===== config.mk =====
export PLATFORM = sky130hd
export DESIGN_NAME = hdlc_tx_channel
export DESIGN_NICKNAME = d
export VERILOG_FILES = /design/src/rtl/hdlc_tx_pkg.sv /design/src/rtl/hdlc_tx_fcs.sv /design/src/rtl/hdlc_tx_channel.sv
export SDC_FILE = /design/constraint.sdc
export NUM_CORES = 1
export LEC_CHECK = 0
export CAP_MARGIN = 10
export CORE_AREA = 5 5 85 87
export CTS_BUF_LIST = sky130_fd_sc_hd__clkbuf_8
export DETAILED_ROUTE_END_ITERATION = 16
export DIE_AREA = 0 0 90 92
export REMOVE_ABC_BUFFERS = 1
export SETUP_SLACK_MARGIN = 0.2
export SLEW_MARGIN = 5
export SYNTH_ARGS = -nofsm -noshare
export SYNTH_HDL_FRONTEND = slang
export SYNTH_SLANG_ARGS = --single-unit
export TNS_END_PERCENT = 5

===== constraint.sdc =====
create_clock -name Clk -period 5.4 [get_ports Clk]
set_clock_uncertainty 0.1 [all_clocks]
set_input_delay 0.54 -clock Clk [delete_from_list [all_inputs] [get_ports Clk]]
set_output_delay 0.54 -clock Clk [all_outputs]
set_load 0.02 [all_outputs]

===== src/rtl/hdlc_tx_pkg.sv =====
// Shared types and constants for the HDLC transmit channel.
package hdlc_tx_pkg;

   typedef enum logic [2:0] {
      IDLE,
      START_FLAG,
      DATA,
      FCS,
      END_FLAG,
      ABORT
   } txState_t;

   localparam int unsigned BYTE_W      = 8;
   localparam int unsigned CRC_W       = 16;
   localparam int unsigned STUFF_LIMIT = 5;
   localparam int unsigned ABORT_ONES  = 7;

   localparam logic [BYTE_W-1:0] FLAG_DEFAULT     = 8'h7E;
   localparam logic [CRC_W-1:0]  CRC_POLY_DEFAULT = 16'h1021;
   localparam logic [CRC_W-1:0]  CRC_INIT_DEFAULT = 16'h0000;

   // One serial step of a non-reflected CRC; feeding the register MSB-first afterwards leaves zero.
   function automatic logic [CRC_W-1:0] crcStep(input logic [CRC_W-1:0] crc,
                                                input logic             bitIn,
                                                input logic [CRC_W-1:0] poly);
      logic fb;
      fb = crc[CRC_W-1] ^ bitIn;
      return {crc[CRC_W-2:0], 1'b0} ^ (fb ? poly : '0);
   endfunction

endpackage


===== src/rtl/hdlc_tx_fcs.sv =====
// Serial CRC-16 generator for the frame check sequence.
module hdlc_tx_fcs
   import hdlc_tx_pkg::*;
#(
   parameter logic [CRC_W-1:0] CRC_POLY = CRC_POLY_DEFAULT,
   parameter logic [CRC_W-1:0] CRC_INIT = CRC_INIT_DEFAULT
)(
   input  logic             Clk,
   input  logic             Rst,
   input  logic             Init,
   input  logic             Enable,
   input  logic             BitIn,
   output logic [CRC_W-1:0] Crc
);

   always_ff @(posedge Clk or negedge Rst) begin
      if (!Rst) begin
         Crc <= CRC_INIT;
      end else if (Init) begin
         Crc <= CRC_INIT;
      end else if (Enable) begin
         Crc <= crcStep(Crc, BitIn, CRC_POLY);
      end
   end

endmodule


===== src/rtl/hdlc_tx_channel.sv =====
// HDLC transmit channel: flags, LSB-first data with zero insertion, optional FCS and abort.
module hdlc_tx_channel
   import hdlc_tx_pkg::*;
#(
   parameter logic [BYTE_W-1:0] FLAG     = FLAG_DEFAULT,
   parameter logic [CRC_W-1:0]  CRC_POLY = CRC_POLY_DEFAULT,
   parameter logic [CRC_W-1:0]  CRC_INIT = CRC_INIT_DEFAULT
)(
   input  logic              Clk,
   input  logic              Rst,
   input  logic              Tx_ValidFrame,
   input  logic              Tx_DataAvail,
   input  logic [BYTE_W-1:0] Tx_Data,
   input  logic              Tx_FCSen,
   input  logic              Tx_AbortFrame,
   output logic              Tx,
   output logic              Tx_RdBuff,
   output logic              Tx_NewByte,
   output logic              Tx_Done,
   output logic              Tx_AbortedTrans
);

   localparam logic [3:0] READ_BIT     = 4'd6;
   localparam logic [3:0] LAST_BIT     = 4'd7;
   localparam logic [3:0] LAST_FCS_BIT = 4'(CRC_W - 1);
   localparam logic [3:0] ABORT_LAST   = 4'(ABORT_ONES - 1);
   localparam logic [2:0] ONES_LIMIT   = 3'(STUFF_LIMIT);

   txState_t          state;
   logic [3:0]        bitCnt;
   logic [2:0]        onesCnt;
   logic [BYTE_W-1:0] shiftReg;
   logic [BYTE_W-1:0] holdReg;
   logic              holdValid;
   logic              capPend;
   logic              needLoad;
   logic              fcsEnLatched;
   logic              doneArm;
   logic [CRC_W-1:0]  crcReg;

   logic              frameStart;
   logic              abortNow;
   logic              stuffNow;
   logic              byteComing;
   logic              loadNow;
   logic              crcEnable;
   logic [BYTE_W-1:0] nextByte;
   logic [BYTE_W-1:0] curByte;
   logic              dataBit;
   logic              fcsBit;
   txState_t          boundaryState;

   always_comb begin
      frameStart    = (state == IDLE) && Tx_ValidFrame && Tx_DataAvail;
      abortNow      = Tx_AbortFrame &&
                      ((state == START_FLAG) || (state == DATA) || (state == FCS));
      // A residual stuff bit may still be owed when a frame moves into the end flag.
      stuffNow      = ((state == DATA) || (state == FCS) || (state == END_FLAG)) &&
                      (onesCnt == ONES_LIMIT);
      // A read strobe in flight, a capture pending, or a held byte all guarantee another byte.
      byteComing    = Tx_RdBuff || capPend || holdValid;
      loadNow       = (state == DATA) && needLoad && !stuffNow && !Tx_AbortFrame;
      crcEnable     = (state == DATA) && !stuffNow && !Tx_AbortFrame;
      nextByte      = holdValid ? holdReg : Tx_Data;
      curByte       = needLoad ? nextByte : shiftReg;
      dataBit       = curByte[0];
      fcsBit        = crcReg[LAST_FCS_BIT - bitCnt];
      boundaryState = byteComing ? DATA : (fcsEnLatched ? FCS : END_FLAG);
   end

   hdlc_tx_fcs #(
      .CRC_POLY (CRC_POLY),
      .CRC_INIT (CRC_INIT)
   ) u_fcs (
      .Clk    (Clk),
      .Rst    (Rst),
      .Init   (frameStart),
      .Enable (crcEnable),
      .BitIn  (dataBit),
      .Crc    (crcReg)
   );

   always_ff @(posedge Clk or negedge Rst) begin
      if (!Rst) begin
         state           <= IDLE;
         bitCnt          <= '0;
         onesCnt         <= '0;
         shiftReg        <= '0;
         holdReg         <= '0;
         holdValid       <= 1'b0;
         capPend         <= 1'b0;
         needLoad        <= 1'b0;
         fcsEnLatched    <= 1'b0;
         doneArm         <= 1'b0;
         Tx              <= 1'b1;
         Tx_RdBuff       <= 1'b0;
         Tx_NewByte      <= 1'b0;
         Tx_Done         <= 1'b0;
         Tx_AbortedTrans <= 1'b0;
      end else begin
         Tx_RdBuff       <= 1'b0;
         Tx_NewByte      <= 1'b0;
         Tx_AbortedTrans <= 1'b0;
         Tx_Done         <= doneArm;
         doneArm         <= 1'b0;
         capPend         <= Tx_RdBuff;

         // Buffer data arrives the cycle after the strobe; bypassed when it is loaded directly.
         if (capPend && !loadNow) begin
            holdReg   <= Tx_Data;
            holdValid <= 1'b1;
         end

         if (abortNow) begin
            state           <= ABORT;
            Tx              <= 1'b0;
            Tx_AbortedTrans <= 1'b1;
            Tx_Done         <= 1'b0;
            bitCnt          <= '0;
            holdValid       <= 1'b0;
            capPend         <= 1'b0;
            needLoad        <= 1'b0;
         end else begin
            case (state)
               IDLE: begin
                  Tx        <= 1'b1;
                  onesCnt   <= '0;
                  holdValid <= 1'b0;
                  needLoad  <= 1'b0;
                  if (frameStart) begin
                     state        <= START_FLAG;
                     bitCnt       <= '0;
                     fcsEnLatched <= Tx_FCSen;
                  end
               end

               START_FLAG: begin
                  Tx     <= FLAG[bitCnt[2:0]];
                  bitCnt <= bitCnt + 4'd1;
                  if ((bitCnt == READ_BIT) && Tx_DataAvail) begin
                     Tx_RdBuff <= 1'b1;
                  end
                  if (bitCnt == LAST_BIT) begin
                     state    <= boundaryState;
                     needLoad <= byteComing;
                     doneArm  <= !byteComing;
                     onesCnt  <= '0;
                     bitCnt   <= '0;
                  end
               end

               DATA: begin
                  if (stuffNow) begin
                     Tx      <= 1'b0;
                     onesCnt <= '0;
                  end else begin
                     Tx       <= dataBit;
                     shiftReg <= {1'b0, curByte[BYTE_W-1:1]};
                     onesCnt  <= dataBit ? onesCnt + 3'd1 : 3'd0;
                     bitCnt   <= bitCnt + 4'd1;
                     if (needLoad) begin
                        Tx_NewByte <= 1'b1;
                        needLoad   <= 1'b0;
                        holdValid  <= 1'b0;
                     end
                     if ((bitCnt == READ_BIT) && Tx_DataAvail) begin
                        Tx_RdBuff <= 1'b1;
                     end
                     if (bitCnt == LAST_BIT) begin
                        state    <= boundaryState;
                        needLoad <= byteComing;
                        doneArm  <= !byteComing;
                        bitCnt   <= '0;
                     end
                  end
               end

               FCS: begin
                  if (stuffNow) begin
                     Tx      <= 1'b0;
                     onesCnt <= '0;
                  end else begin
                     Tx      <= fcsBit;
                     onesCnt <= fcsBit ? onesCnt + 3'd1 : 3'd0;
                     bitCnt  <= bitCnt + 4'd1;
                     if (bitCnt == LAST_FCS_BIT) begin
                        state  <= END_FLAG;
                        bitCnt <= '0;
                     end
                  end
               end

               END_FLAG: begin
                  if (stuffNow) begin
                     Tx      <= 1'b0;
                     onesCnt <= '0;
                  end else begin
                     Tx      <= FLAG[bitCnt[2:0]];
                     onesCnt <= '0;
                     bitCnt  <= bitCnt + 4'd1;
                     if (bitCnt == LAST_BIT) begin
                        state  <= IDLE;
                        bitCnt <= '0;
                     end
                  end
               end

               ABORT: begin
                  Tx        <= 1'b1;
                  holdValid <= 1'b0;
                  capPend   <= 1'b0;
                  needLoad  <= 1'b0;
                  bitCnt    <= bitCnt + 4'd1;
                  if (bitCnt == ABORT_LAST) begin
                     state  <= IDLE;
                     bitCnt <= '0;
                  end
               end

               default: begin
                  state <= IDLE;
                  Tx    <= 1'b1;
               end
            endcase
         end
      end
   end

endmodule

==> impl_metrics.py, run 1 <==
metrics = {
    "outcome": {
        "run_status": "finished, final reports clean",
    },
    "logic_synthesis": {
        "yosysTopAreaCellShare": 0.448,
        "synthAdderAreaFrac": 0.0260,
        "synth-edff-count": 0,
        "ys_ff_latch": 51,
        "synth-simple-area-share": 0.184,
        "synth.largest_area_cell": "dfrtp_1",
        "postSynthAreaPerCell_um2": 9.69,
        "synth_cells": 288,
        "syn-cell-area_um2": 2790,
        "async_reset_ff_frac": 1.00,
        "seq_area_frac_synth": 0.458,
        "synth_top_family_by_area": "simple AND/OR/NAND/NOR gates",
        "ys.flop_type": "dfrtp_1",
        "yosysWarningCount": 0,
        "synth_area_leaders": "dfrtp_1 45%, nand2_1 7.0%, mux2i_1 5.0%",
        "synth_compound_area_frac": 0.146,
        "ys_types": 54,
        "muxShareOfSynthArea": 0.128,
        "synth_xor_area_frac": 0.0126,
    },
    "sta": {
        "setup_viol": 0,
        "hold_viol_final": 0,
        "tns_ns": 0,
        "worst_pin_slew_ns": 1.05,
        "fin_crit_ns": 2.75,
        "max_freq_mhz": 364,
        "drv_slew": 0,
        "relSlewSlack": 0.300,
        "rsz0062_at_grt": "no",
        "post-route-period-util": 0.509,
    },
    "global_routing": {
        "grt_pass1_wl_um": 10100,
        "met1_usage": 0.200,
        "antenna_found_initial": 0,
        "gr-usage-met2": 0.233,
        "grt_use_met3": 0.0327,
        "grt_overflow": 0,
        "grt_pass1_vias": 2047,
        "grt_max_degree": 52,
        "busiest_layer": "met2",
        "gr-usage-all-layers": 0.146,
    },
    "die": {
        "dieArea_um2": 8280,
        "io_pins": 19,
        "num_rows": 29,
        "initial_utilization": 0.445,
        "core_um2": 6280,
        "die_width_um": 90,
        "die_h_um": 92,
    },
    "clocking": {
        "post_cts_buffers": 0,
        "ctsHoldBuffers": 0,
        "clock_sinks": 51,
        "path_clk_slew_ns": 0.09,
        "clockBufferDepth": 2,
        "cts_buffers": 5,
        "htreeDepth": 2,
        "cts_tree": "yes",
        "clk_latency_ns": 0.30,
        "ctsRootBufferMaster": "clkbuf_8",
        "cts_resized": 0,
    },
    "routing": {
        "ant_nets": 0,
        "drt-total-wl_um": 5770,
        "dr.pass1.iters": 4,
        "drt_iter0_drc": 104,
        "dr_total_vias": 2085,
        "wire_per_inst_um": 15.4,
        "routed_via_density": 5.57,
        "drc": 0,
    },
    "power_and_ir_drop": {
        "power_leakage_nw": 1.35,
        "power_w": 0.00118,
        "swShare": 0.383,
        "p_sw_w": 0.000452,
        "p_comb_frac": 0.352,
        "clkPwrFrac": 0.192,
        "p_int_w": 0.000729,
        "ir_drop_mv": 0.220,
        "pwr-share-seq": 0.456,
        "p_per_area_nw_per_um2": 386,
    },
    "placed_design": {
        "place_hpwl_um": 3960,
        "portBuffers": 18,
        "place_congestion": 0.880,
    },
    "critical_path": {
        "worstSetupPathType": "in2reg",
        "worstReg2RegStart": "state[2]",
        "crit_arrival_ns": 2.78,
        "path_max_fanout": 31,
        "r2r_slack_ns": 2.77,
        "r2r-end": "u_fcs.Crc[12]",
        "crit_required_ns": 5.43,
        "reg2reg_depth": 4,
        "cp-end-kind": "register",
        "start_kind": "primary input",
    },
    "finish": {
        "synthToLayoutAreaGrowth_pct": 9.55,
        "fin_nets": 315,
        "n_fill_cell": 591,
        "drive_gt1_frac": 0.0808,
        "diodes": 0,
    },
    "job": {
        "maxCapViolCount": 0,
    },
    "hold_path": {
        "hp-class": "in2async",
    },
}
==> layer usage <==
metal	wire length, µm	share of wire	vias up
li1	-	-	1029
met1	2770	0.48	999
met2	2690	0.47	51
met3	256	0.044	6
met4	56	0.0097	0
met5	0	0	-
==> cells by family (layout without fill, tap and decap cells) <==
group	after synthesis	after routing
and+or+nand+nor	110	110
AOI/OAI and AO/OA	62	62
DFF	51	51
muxes	31	31
buffers and inverters	24	33
adders and majority gates	6	6
xor gates and xnor gates	4	4
==> layout make-up <==
| cell class | instances | area (µm²) | share of cell area |
|---|---|---|---|
| Clock buffer | 6 | 82.6 | 0.0270 |
| Clock inverter | 2 | 12.5 | 0.00409 |
| Inverter | 6 | 22.5 | 0.00736 |
| Multi-Input combinational cell | 213 | 1380 | 0.453 |
| Sequential cell | 51 | 1280 | 0.418 |
| Tap cell | 77 | 96.3 | 0.0315 |
| Timing Repair Buffer | 19 | 183 | 0.0597 |
==> synth_stat cells (all sizes together), types with 2 or more instances <==
| cell | number |
|---|---|
| and3 | 5 |
| a22o | 4 |
| inv | 4 |
| nand3b | 2 |
| a21oi | 15 |
| o211ai | 2 |
| clkinv | 2 |
| nand3 | 23 |
| mux4 | 2 |
| buf | 9 |
| nor2 | 9 |
| nor3 | 5 |
| dfrtp | 50 |
| nor2b | 4 |
| and2 | 2 |
| mux2 | 14 |
| nand4 | 2 |
| xnor2 | 3 |
| o21ai | 27 |
| clkbuf | 9 |
| mux2i | 15 |
| nand2 | 52 |
| a21boi | 3 |
| ha | 5 |
==> worst max path at each step <==
stage,start,endpoint,slack (ns),cells after the start
3_5_place_dp,Tx_AbortFrame,u_fcs.Crc[5],2.40,5
5_1_grt,Tx_AbortFrame,u_fcs.Crc[12],2.45,5
3_3_place_gp,Tx_AbortFrame,u_fcs.Crc[12],2.51,5
4_1_cts,Tx_AbortFrame,u_fcs.Crc[12],2.71,5
6_report,Tx_AbortFrame,u_fcs.Crc[12],2.65,5
2_1_floorplan,state[2],holdReg[0],3.36,4
==> per-stage QoR <==
| stage | std cells | setup WS, ns | instance area, µm² | utilization | hold slack [ns] |
|---|---|---|---|---|---|
| finish | 374 | 2.65 | 3060 | 0.487 | 0.224 |
| detailed placement | 366 | 2.40 | 2960 | 0.472 | 0.354 |
| global route | 374 | 2.45 | 3060 | 0.487 | 0.305 |
| global placement | 366 | 2.51 | 2960 | 0.472 | 0.342 |
| floorplan | 270 | 3.36 | 2680 | - | 0.144 |
| CTS | 374 | 2.71 | 3060 | 0.487 | 0.259 |
==> worst max-delay path, stage by stage <==
cell and delay, ns:
clkdlybuf4s50_1 0.53, nor2_1 0.41, nand3_1 0.84, nand3_1 0.32
o21ai_0 0.13
==> cells in the final DEF, fill, tap and decap left out, types with 3 or more instances in the layout <==
| master | count |
|---|---|
| clkdlybuf4s50_1 | 17 |
| a21oi_1 | 14 |
| o21ai_1 | 6 |
| nor3_1 | 5 |
| nor2_1 | 9 |
| ha_1 | 5 |
| nor2b_1 | 4 |
| mux2i_1 | 14 |
| inv_1 | 5 |
| o21ai_0 | 21 |
| mux2_1 | 9 |
| xnor2_1 | 3 |
| mux2_2 | 5 |
| dfrtp_1 | 50 |
| nand2_1 | 52 |
| a22o_1 | 4 |
| clkbuf_8 | 6 |
| nand3_1 | 23 |
| and3_1 | 4 |
==> registers in the layout, summed over array words and instances (netlist names) <==
name	flops
Tx_Done	1
onesCnt	3
u_fcs.Crc	16
Tx	1
doneArm	1
bitCnt	4
holdReg	8
capPend	1
shiftReg	7
fcsEnLatched	1
Tx_NewByte	1
Tx_AbortedTrans	1
Tx_RdBuff	1
needLoad	1
holdValid	1
state	3
==> power by group through the flow <==
stage | logic (W) | registers (W) | clock network, W
finish | 0.000416 | 0.000539 | 0.000227
global route | 0.000469 | 0.000551 | 0.000251
CTS | 0.000418 | 0.000536 | 0.000236
detailed placement | 0.000416 | 0.000544 | 0
global placement | 0.000411 | 0.000542 | 0
floorplan | 0.000311 | 0.000521 | 0
Power figures use the tool's default switching activity.
==> run 2: changes to the inputs <==
==> constraint.sdc (replaced) <==
create_clock -name Clk -period 2.9 [get_ports Clk]
set_clock_uncertainty 0.1 [all_clocks]
set_input_delay 0.29 -clock Clk [delete_from_list [all_inputs] [get_ports Clk]]
set_output_delay 0.29 -clock Clk [all_outputs]
set_load 0.02 [all_outputs]
==> impl_metrics.py, run 2 (synthesis gave the netlist of run 1 again) <==
metrics = {
    "outcome": {
        "run_status": "finished, violations left",
        "violations": "hold timing",
    },
    "global_routing": {
        "grt_pass1_wl_um": 10600,
        "gr-usage-all-layers": 0.151,
        "grt_max_degree": 38,
        "grt_overflow": 0,
        "antenna_found_initial": 0,
        "grt_pass1_vias": 2145,
    },
    "critical_path": {
        "crit_slowest_cell": "dfrtp_1",
        "crit_required_ns": 3.00,
        "startpoint": "state[2]",
        "slowest_delay_ns": 0.72,
        "worstSetupPathType": "reg2reg",
        "path_max_fanout": 19,
        "cp-end-kind": "register",
        "start_kind": "register",
        "crit_chain": "clkinv_1 -> and3_1 -> a31o_4 -> and2_1 -> o221a_1",
        "crit_arrival_ns": 2.30,
        "worstReg2RegStart": "state[2]",
    },
    "placed_design": {
        "place_hpwl_um": 4070,
        "placed_cell_area_um2": 3000,
        "pre_cts_slack_ns": 0.634,
        "portBuffers": 18,
        "place_congestion": 0.888,
    },
    "sta": {
        "tns_ns": 0,
        "relSlewSlack": 0.453,
        "drv_slew": 0,
        "max_freq_mhz": 454,
        "post-route-period-util": 0.760,
        "setup_ws_ns": 0.696,
        "worst_pin_slew_ns": 0.821,
        "setup_viol": 0,
        "rsz0062_at_grt": "no",
        "hold_viol_final": 34,
        "fin_crit_ns": 2.20,
        "fin_hold_ws_ns": -0.0266,
    },
    "finish": {
        "reg.largest.list": "u_fcs.Crc: 16 flops, holdReg: 8 flops, shiftReg: 7 flops",
        "synthToLayoutAreaGrowth_pct": 11.8,
        "fin_nets": 320,
        "diodes": 0,
        "layout_commonest_cell": "nand2_1",
        "top_register": "u_fcs.Crc",
        "drive_gt1_frac": 0.0993,
        "largest_register_ffs": 16,
        "final_core_util": 0.497,
        "final_area_um2": 3120,
        "layout_common_cells": "52 x nand2_1, 50 x dfrtp_1, 23 x nand3_1, 21 x o21ai_0, 17 x clkdlybuf4s50_1",
    },
    "clocking": {
        "cts_tree": "yes",
        "ctsHoldBuffers": 0,
        "clock_sinks": 51,
        "clockBufferDepth": 2,
        "cts_resized": 0,
        "cts_buffers": 5,
        "path_clk_slew_ns": 0.09,
        "ctsRootBufferMaster": "clkbuf_8",
        "htreeDepth": 2,
        "clk_latency_ns": 0.30,
        "post_cts_buffers": 0,
    },
    "die": {
        "initial_utilization": 0.445,
        "io_pins": 19,
        "dieArea_um2": 8280,
        "core_um2": 6280,
        "die_width_um": 90,
        "num_rows": 29,
        "die_h_um": 92,
    },
    "routing": {
        "wire_per_inst_um": 15.2,
        "dr_total_vias": 2104,
        "routed_via_density": 5.55,
        "ant_nets": 0,
        "drc": 0,
        "drt-total-wl_um": 5750,
        "dr.pass1.iters": 4,
        "drt_iter0_drc": 121,
    },
    "power_and_ir_drop": {
        "p_per_area_nw_per_um2": 746,
        "power_leakage_nw": 1.38,
        "ir_drop_mv": 0.526,
        "power_w": 0.00233,
    },
    "hold_path": {
        "hp-class": "in2async",
    },
    "job": {
        "maxCapViolCount": 0,
    },
}
run 2: cell types whose count changed in the layout (fill, tap and decap cells not counted), sizes merged:
cell | before | now
clkinv | 3 | 2
bufinv | 0 | 1
buf | 2 | 7
run 2: area by class of cell:
type,instances,area (µm²)
clock inverter,2,38.8
inverter,6,22.5
sequential,51,1280
clock buffer,6,82.6
multi-input combinational,213,1380
fill,598,3160
timing repair buffer,24,220
tap,77,96.3
run 2: worst max-delay path, delay by kind of cell, from the launching register on:
kind | cells | cell delay (ns)
flip-flops | 1 | 0.72
AND/OR/NAND/NOR | 2 | 0.46
buffers and inverters | 1 | 0.31
AO/OA/AOI/OAI | 2 | 0.50
run 2: worst paths after layout:
| path | endpoint | depth (start not counted) | slack (ns) |
|---|---|---|---|
| worst min register to register | Tx_Done | 1 | 0.37 |
| min in group Clk | Tx_Done | 1 | 0.37 |
| worst min-delay path | Tx_Done | 1 | -0.03 |
| worst max-delay path | state[0] | 5 | 0.70 |
| max in group asynchronous | u_fcs.Crc[0] | 2 | 2.09 |
| worst max register to register | state[0] | 5 | 0.70 |
run 2: per-layer routing:
layer,up-vias,wire [µm],global-route usage
met4,0,64,0.0409
met2,45,2580,0.234
met3,7,214,0.0270
li1,1035,-,-
met1,1017,2890,0.219
met5,-,0,0
run 2: through the flow:
stage / hold slack, ns / cells
2_1_floorplan: -0.106 / 270
3_3_place_gp: 0.338 / 371
3_5_place_dp: 0.349 / 371
4_1_cts: 0.0126 / 379
5_1_grt: 0.0486 / 379
6_report: -0.0266 / 379
run 2: power by group:
part | switching (W) | internal (W)
Sequential | 0.000181 | 0.000803
Clock | 0.000245 | 0.000284
Combinational | 0.000436 | 0.000378
Total | 0.000863 | 0.00146
